$ cat src/rtl/bg_blitter.sv
// bg_blitter: sweeps an IMG_W x IMG_H image out of a synchronous colour ROM
// and emits one framebuffer pixel per clock, aligned to the ROM read latency.
module bg_blitter #(
  parameter int          IMG_W   = 64,
  parameter int          IMG_H   = 64,
  parameter int          ADDR_W  = 12,
  parameter int          ROM_LAT = 2,
  parameter int          SCR_W   = 160,
  parameter int          SCR_H   = 120,
  parameter logic [11:0] KEY_COL = 12'hF0F
) (
  input  logic              clk,
  input  logic              reset,
  input  logic              start,
  input  logic [7:0]        x0,
  input  logic [7:0]        y0,
  input  logic              key_en,
  output logic [ADDR_W-1:0] rom_addr,
  input  logic [11:0]       rom_q,
  output logic [7:0]        x,
  output logic [7:0]        y,
  output logic [11:0]       colour,
  output logic              plot,
  output logic              busy,
  output logic              done
);

  localparam int CW = (IMG_W > 1) ? $clog2(IMG_W) : 1;
  localparam int RW = (IMG_H > 1) ? $clog2(IMG_H) : 1;
  localparam logic [CW-1:0] COL_LAST = CW'(IMG_W - 1);
  localparam logic [RW-1:0] ROW_LAST = RW'(IMG_H - 1);
  localparam logic [2:0]    FL_LAST  = 3'(ROM_LAT - 1);
  localparam logic [8:0]    SW9      = 9'(SCR_W);
  localparam logic [8:0]    SH9      = 9'(SCR_H);

  typedef enum logic [1:0] {
    S_IDLE,
    S_RUN,
    S_FLUSH,
    S_DONE
  } state_t;

  state_t r_state;
  state_t w_next;

  logic [CW-1:0]     r_col;
  logic [RW-1:0]     r_row;
  logic [ADDR_W-1:0] r_addr;
  logic [7:0]        r_x0;
  logic [7:0]        r_y0;
  logic              r_key;
  logic [2:0]        r_fcnt;

  logic [ROM_LAT-1:0] r_pv;
  logic [CW-1:0]      r_pc [ROM_LAT];
  logic [RW-1:0]      r_pr [ROM_LAT];

  logic       w_start_ok;
  logic       w_run;
  logic       w_last;
  logic [8:0] w_x9;
  logic [8:0] w_y9;
  logic       w_key_hit;

  assign w_start_ok = (r_state == S_IDLE) && start;
  assign w_run      = (r_state == S_RUN);
  assign w_last     = (r_col == COL_LAST) && (r_row == ROW_LAST);

  always_ff @(posedge clk or posedge reset) begin
    if (reset) r_state <= S_IDLE;
    else       r_state <= w_next;
  end

  always_comb begin
    w_next = r_state;
    unique case (r_state)
      S_IDLE:  if (start) w_next = S_RUN;
      S_RUN:   if (w_last) w_next = S_FLUSH;
      S_FLUSH: if (r_fcnt == FL_LAST) w_next = S_DONE;
      S_DONE:  w_next = S_IDLE;
      default: w_next = S_IDLE;
    endcase
  end

  always_comb begin
    busy = 1'b0;
    done = 1'b0;
    unique case (r_state)
      S_RUN:   busy = 1'b1;
      S_FLUSH: busy = 1'b1;
      S_DONE:  done = 1'b1;
      default: ;
    endcase
  end

  // Address counter runs alongside col/row so no multiplier is needed.
  always_ff @(posedge clk or posedge reset) begin
    if (reset) begin
      r_col  <= '0;
      r_row  <= '0;
      r_addr <= '0;
      r_x0   <= '0;
      r_y0   <= '0;
      r_key  <= 1'b0;
      r_fcnt <= '0;
    end else begin
      if (w_start_ok) begin
        r_x0   <= x0;
        r_y0   <= y0;
        r_key  <= key_en;
        r_col  <= '0;
        r_row  <= '0;
        r_addr <= '0;
      end else if (w_run && !w_last) begin
        r_addr <= r_addr + ADDR_W'(1);
        if (r_col == COL_LAST) begin
          r_col <= '0;
          r_row <= r_row + RW'(1);
        end else begin
          r_col <= r_col + CW'(1);
        end
      end
      r_fcnt <= (r_state == S_FLUSH) ? r_fcnt + 3'd1 : 3'd0;
    end
  end

  always_ff @(posedge clk or posedge reset) begin
    if (reset) begin
      r_pv <= '0;
      for (int i = 0; i < ROM_LAT; i++) begin
        r_pc[i] <= '0;
        r_pr[i] <= '0;
      end
    end else begin
      r_pv[0] <= w_run;
      r_pc[0] <= r_col;
      r_pr[0] <= r_row;
      for (int i = 1; i < ROM_LAT; i++) begin
        r_pv[i] <= r_pv[i-1];
        r_pc[i] <= r_pc[i-1];
        r_pr[i] <= r_pr[i-1];
      end
    end
  end

  assign w_x9      = {1'b0, r_x0} + 9'(r_pc[ROM_LAT-1]);
  assign w_y9      = {1'b0, r_y0} + 9'(r_pr[ROM_LAT-1]);
  assign w_key_hit = r_key && (rom_q == KEY_COL);

  assign rom_addr = r_addr;
  assign x        = w_x9[7:0];
  assign y        = w_y9[7:0];
  assign colour   = rom_q;
  assign plot     = r_pv[ROM_LAT-1] && (w_x9 < SW9) && (w_y9 < SH9) && !w_key_hit;

endmodule

$ cat config.mk
export PLATFORM = sky130hd
export DESIGN_NAME = bg_blitter
export DESIGN_NICKNAME = d
export VERILOG_FILES = /design/src/rtl/bg_blitter.sv
export SDC_FILE = /design/constraint.sdc
export NUM_CORES = 1
export LEC_CHECK = 0
export CAP_MARGIN = 20
export CORE_ASPECT_RATIO = 0.8
export CORE_UTILIZATION = 35
export CTS_BUF_LIST = sky130_fd_sc_hd__clkbuf_2
export DETAILED_ROUTE_END_ITERATION = 8
export SLEW_MARGIN = 20
export SYNTH_ARGS = -nofsm -noshare
export SYNTH_HDL_FRONTEND = slang
export SYNTH_SLANG_ARGS = --single-unit
export TNS_END_PERCENT = 5
$ cat constraint.sdc
create_clock -name clk -period 2.5 [get_ports clk]
set_input_delay 0.625 -clock clk [delete_from_list [all_inputs] [get_ports clk]]
set_output_delay 0.625 -clock clk [all_outputs]
set_load 0.005 [all_outputs]
* Word level (Yosys, flattened, before mapping)
Cells that the tools add are included.
** Storage, ports and cells
- Register bits :: 72
- Input bits :: 32
- Word-level logic and storage cells :: 61
- Output and inout bits :: 43
** Cells by class
- Magnitude comparators :: 2
- Equality and inequality tests :: 10
- $add $sub $neg :: 6
- Reductions and logical operators :: 15
- Mux-type cells :: 15
** Operators by type and width (number)
- $mux W6 :: 6
- $mux W12 :: 2
- $add A8 B6 Y9 :: 2
- $add A12 B1 Y12 const B :: 1
- $add A6 B1 Y6 const B :: 2
- $eq A12 B12 Y1 const B :: 1
- $eq A6 B6 Y1 const B :: 2
- $lt A9 B7 Y1 const B :: 1
- $lt A9 B8 Y1 const B :: 1
- $pmux W2 S4 :: 1
- $logic_and A1 B1 Y1 :: 7
- $mux W2 :: 3
- $eq A2 B2 Y1 const B :: 2
- $ne A2 B2 Y1 const B :: 2
- $reduce_bool A2 Y1 :: 2
- $add A3 B1 Y3 const B :: 1
- $eq A3 B1 Y1 const B :: 1
- $mux W3 :: 1
- $reduce_and A3 Y1 :: 1
- $eq A2 B1 Y1 const B :: 1
- $logic_not A1 Y1 :: 2
- $logic_not A2 Y1 :: 1
- $mux W1 :: 2
- $ne A2 B1 Y1 const B :: 1
- 2 further kinds :: 2

* Depth between registers and ports, before layout
- Depth in word-level cells :: 6
- Gate-level depth with buffers :: 8
- Gate-level depth less buffers :: 8

* Worst setup path after synthesis
OpenSTA, ideal clock, no wires.
- Kind :: reg2out
- Start point :: register r_x0[0]
- End point :: output port plot
- Cell stages (with the launch flop) :: 9
- Path slack :: -0.299 ns
- Arrival time :: 2.174 ns
- Buffers on the path :: 0
- Data required time :: 1.875 ns
- Path through :: dfrtp_1 ha_1 fa_1 a21o_1 a21oi_1 o22ai_1 o31ai_1 o2111ai_1 nor4bb_1
** On the way
- Cells in the longest elaborated chain, start to end :: 5
** RTL lines
- start, declared :: line 49 : logic [7:0] r_x0;
- start signal, assigned :: line 102 : r_x0 <= '0;
- start signal, assigned :: line 108 : r_x0 <= x0;
- $add A8 B6 Y9 :: line 146 : assign w_x9 = {1'b0, r_x0} + 9'(r_pc[ROM_LAT-1]);
- $lt A9 B8 Y1 :: line 154 : assign plot = r_pv[ROM_LAT-1] && (w_x9 < SW9) && (w_y9 < SH9) && !w_key_hit;
- $logic_and A1 B1 Y1 (3 in series) :: line 154
- end, declared :: line 23 : output logic plot,
No other way between the ends.

* Final worst setup path
- Start point :: register r_pr[0] (netlist name)
- End point :: output port plot
** On the way
- Cells in the longest elaborated chain, start to end :: 4
** RTL lines
- start, declared :: line 56 : logic [RW-1:0] r_pr [ROM_LAT];
- start signal, assigned by index :: line 141 : r_pr[i] <= r_pr[i-1];
- $add A8 B6 Y9 :: line 147 : assign w_y9 = {1'b0, r_y0} + 9'(r_pr[ROM_LAT-1]);
- $lt A9 B7 Y1 :: line 154
- $logic_and A1 B1 Y1 (2 in series) :: line 154
No other way between the ends.

==> impl.org <==
** Critical path
- Required time of the critical path :: roughly 1.9 ns
- Worst setup path category :: register to output port
- STA classifies the critical path startpoint as a register.
- In this run the worst path has a maximum fanout of 2.
- Worst R2R Path Depth :: 8
- Arrival time of the worst setup path :: 2.69 ns
- CP endpoint kind :: output port

** Timing
- Transition time at the pin with the least slew margin :: 0.5564 ns
- In this run the tightest slew margin relative to its limit is 0.6275.
- Hold is met by 0.3227 ns.
- Fin crit share :: 1.327
- Maximum clock skew at final layout :: 0.03880 ns
- Adding up every negative setup slack in the final design gives -5.719 ns.
- Tmin final :: 3.317 ns
- The final hold violation count was 0.
- Setup-failing EPs final :: 12
- Setup repair after global routing could not meet its margin everywhere.
- Setup slack on the critical path of the routed design comes to -0.8166 ns.
- Achievable Freq :: 301.5 MHz
- The total count of max-transition violations in the final report was 0.

** Floorplan
- Number of placed I/O pins :: 75
- The initialized floorplan defines 32 standard-cell rows.
- Die H :: 91.18 um
- Area of the die :: 10350 um^2
- Horizontal extent of the die :: ~110 um
- The core region is approximately 9600 um^2.
- For this configuration, the core starts out at a cell density of 0.3606.

** Placed design
- The count of buffers added on input and output ports is 74.
- Routability-driven placement finished with a final weighted congestion of 0.7817.
- Worst Setup Slack post-DPL :: -0.7287 ns
- DP HPWL :: approximately 5.3 mm

** CTS
- The longest clock path from root to sink contains 2 buffers.
- Maximum level of the CTS H-tree :: 3
- The root buffer cell chosen for the clock tree is clkbuf_2.
- Clock buffers created by TritonCTS :: 9
- TritonCTS built the clock tree.
- Worst skew pair latency :: 0.51 ns
- Post-CTS clock slew at the launch and capture registers of the worst setup and hold paths :: about 0.21 ns
- CTS saw 72 sinks.

** Synthesis
- Gate count after technology mapping :: 341
- Average size of a mapped cell :: 10.20 um^2
- Of the synthesized area, sequential elements account for 0.5178.
- Of the total synthesized cell area, the portion taken by AND, OR, NAND and NOR gates is 0.1809.
- Total of warnings raised by yosys :: 0
- Counting flops and latches in the post-synthesis netlist gives 72.
- Number of nets produced by synthesis :: 397
- Dominant combinational cell family by area after synthesis :: simple AND/OR/NAND/NOR gates
- Of the post-synthesis cell area, the part taken by muxes is 0.008630.
- Post-synthesis share of cell area spent on full adders, half adders and majority gates :: 0.09061
- Summing every instance area after synthesis gives 3480 um^2.
- Of the total synthesized cell area, the portion taken by XOR and XNOR cells is 0.07551.
- The synthesized netlist contains 38 unique library cells.
- Share of the synthesized area in compound gates (AO/OA/AOI/OAI) :: 0.08450

** Power
- Total power per unit cell area :: 892.1 nW/um^2
- Final Power :: around 4.3 mW
- Cell leakage power :: 2.368 nW
- Worst VDD drop :: roughly 0.64 mV

** Cells and area
- The sequential cells in the finished layout cover a total of 1802 um^2.
- After filler insertion, the fill cell instance count of the layout stands at 933.
- Relative to the synthesized area, the layout overhead comes to 38.62%.
- Number of nets in the layout :: approximately 510
- Leading cell types in the layout, fill and taps excluded :: nand2_1, dfrtp_1, clkdlybuf4s50_1
- Fraction of layout cells with a size suffix above 1 :: 0.2052
- Most common library cell in the layout ignoring fill and taps :: nand2_1
- The multi-input combinational cells in the finished layout cover a total of about 1600 um^2.
- The number of antenna diodes in the final layout is 0.

** Routing
- Total length of routed wires :: 7.524 mm
- Routed wirelength normalized by instance count :: ~13 um
- Initial DRT Pass Iterations :: 4
- Post-DR vias/cell :: 4.608
- For this block, the initial DRC count from the detailed router was 120.
- Remaining design rule violation count :: 0
- Number of routed nets with antenna violations :: 0
- The routed layout has 2737 vias.

** Min path
- Counting instances, the worst hold path has a depth of 0.
- The worst hold path belongs to the class register to register.

** Global route
- Summed over all layers, the global routing overflow is 0.
- Vias in the first global route :: 2820
- Maximum number of pins on one net before global-route repair :: 40
- The first global-routing pass estimated 13.02 mm of wire.
- For this run, the total global-route usage over all layers was measured as 0.1587.
- Initial antenna violation count :: 0

** Run status
- The flow ran to the end, but the final reports show violations.
- Failing checks :: negative setup slack

** Job
- Max-cap check violation count :: 0
final timing paths:
| check | slack, ns | endpoint | startpoint |
|---|---|---|---|
| worst max-delay path | -0.82 | plot | r_pr[0] |
| worst min-delay path | 0.32 | r_pr[4] | r_pr[10] |
| worst max register to register | 0.32 | rom_addr[11] | r_col[0] |
| worst min register to register | 0.32 | r_pr[4] | r_pr[10] |
| max in group asynchronous | 1.50 | r_pr[8] | reset |
| min in group asynchronous | 0.42 | r_pr[0] | reset |
layer usage:
| metal | vias up | GRT usage | share of wire |
|---|---|---|---|
| li1 | 1361 | - | - |
| met1 | 1296 | 0.2100 | 0.48 |
| met2 | 73 | 0.2536 | 0.46 |
| met3 | 7 | 0.04940 | 0.050 |
| met4 | 0 | 0.03618 | 0.0084 |
| met5 | - | 0 | 0 |
where the power goes:
| group | leakage, nW | total [mW] | internal (mW) | switching (mW) |
|---|---|---|---|---|
| logic | 1.34 | 2.02 | 1.11 | 0.913 |
| clock network | 0.0693 | 0.635 | 0.230 | 0.404 |
| registers | 0.961 | 1.65 | 1.43 | 0.221 |
| total | 2.37 | 4.30 | 2.76 | 1.54 |
logic make-up (layout without fill, tap and decap cells):
group	after synthesis	in the layout
AO/OA/AOI/OAI	42	42
XOR/XNOR	30	30
adder cells (fa/ha/maj)	24	24
buffers and inverters	27	144
flip-flops	72	72
multiplexers	3	3
AND/OR/NAND/NOR	143	143
synthesized netlist by cell type:
cell,count,area (um^2)
nor4bb_1,1,10.01
xor2_1,15,131.4
o22ai_1,1,6.260
nor3b_1,1,7.510
o21ai_1,1,5.000
and3_1,4,25.02
mux2i_1,3,30.03
a21oi_1,12,60.06
and2_1,2,12.51
nand3_1,9,45.04
and4_1,1,8.760
dfrtp_1,72,1802
o21a_1,1,7.510
xnor2_1,15,131.4
nand4_1,4,25.02
ha_1,22,275.3
o41a_1,1,11.26
o41ai_4,1,27.53
o21ai_0,6,30.03
o31ai_1,1,7.510
a21o_1,4,30.03
o2111ai_1,1,8.760
buf_4,12,90.09
inv_1,8,30.03
clkbuf_1,7,26.28
nand2b_1,2,12.51
fa_1,2,40.04
o32a_1,1,10.01
nand2_1,73,274.0
and3_4,1,11.26
nand3_2,1,10.01
nor4_1,2,12.51
o211ai_1,3,22.52
nor2_1,32,120.1
o21bai_1,4,30.03
a211oi_1,5,37.54
nor2b_1,4,25.02
nor3_1,6,30.03
through the flow:
step | std cells | util | instance area [um^2]
after floorplan | 341 | - | 3488
after CTS | 593 | 0.4971 | 4797
after global routing | 594 | 0.4999 | 4823
final | 594 | 0.4999 | 4823
after global placement | 567 | 0.4737 | 4571
after detailed placement | 567 | 0.4737 | 4571
critical path, cell delays in order (launching register included):
cell and delay, ns:
dfrtp_1 0.46, ha_4 0.18, fa_2 0.35, a211oi_2 0.22
o21bai_1 0.10, a21oi_2 0.18, buf_4 0.13, o2111ai_1 0.13
nor4bb_1 0.29, buf_2 0.16
layout make-up:
class,count,area share
flip-flops and latches,72,0.3735
multi-input cells,242,0.3375
repair buffers,120,0.2246
well taps,136,0.03528
clock inverters,6,0.01245
clock buffers,10,0.01038
inverters,8,0.006226
registers in the layout, indices dropped and copies added (netlist names):
register,flops
r_pc,12
r_pr,12
rom_addr,12
r_x0,8
r_y0,8
r_col,6
r_row,6
r_fcnt,3
r_pv,2
r_state,2
r_key,1
repair_timing:
| item | 4_1_cts | 5_1_grt |
|---|---|---|
| setup buffers | 10 | 1 |
| pin swaps | 28 | 7 |
| hold endpoints to repair | 0 | 0 |
| setup endpoints to repair | 16 | 15 |
| resized for setup | 56 | 4 |
| hold buffers | 0 | 0 |
Note: power is estimated with default switching activity, not from simulation.
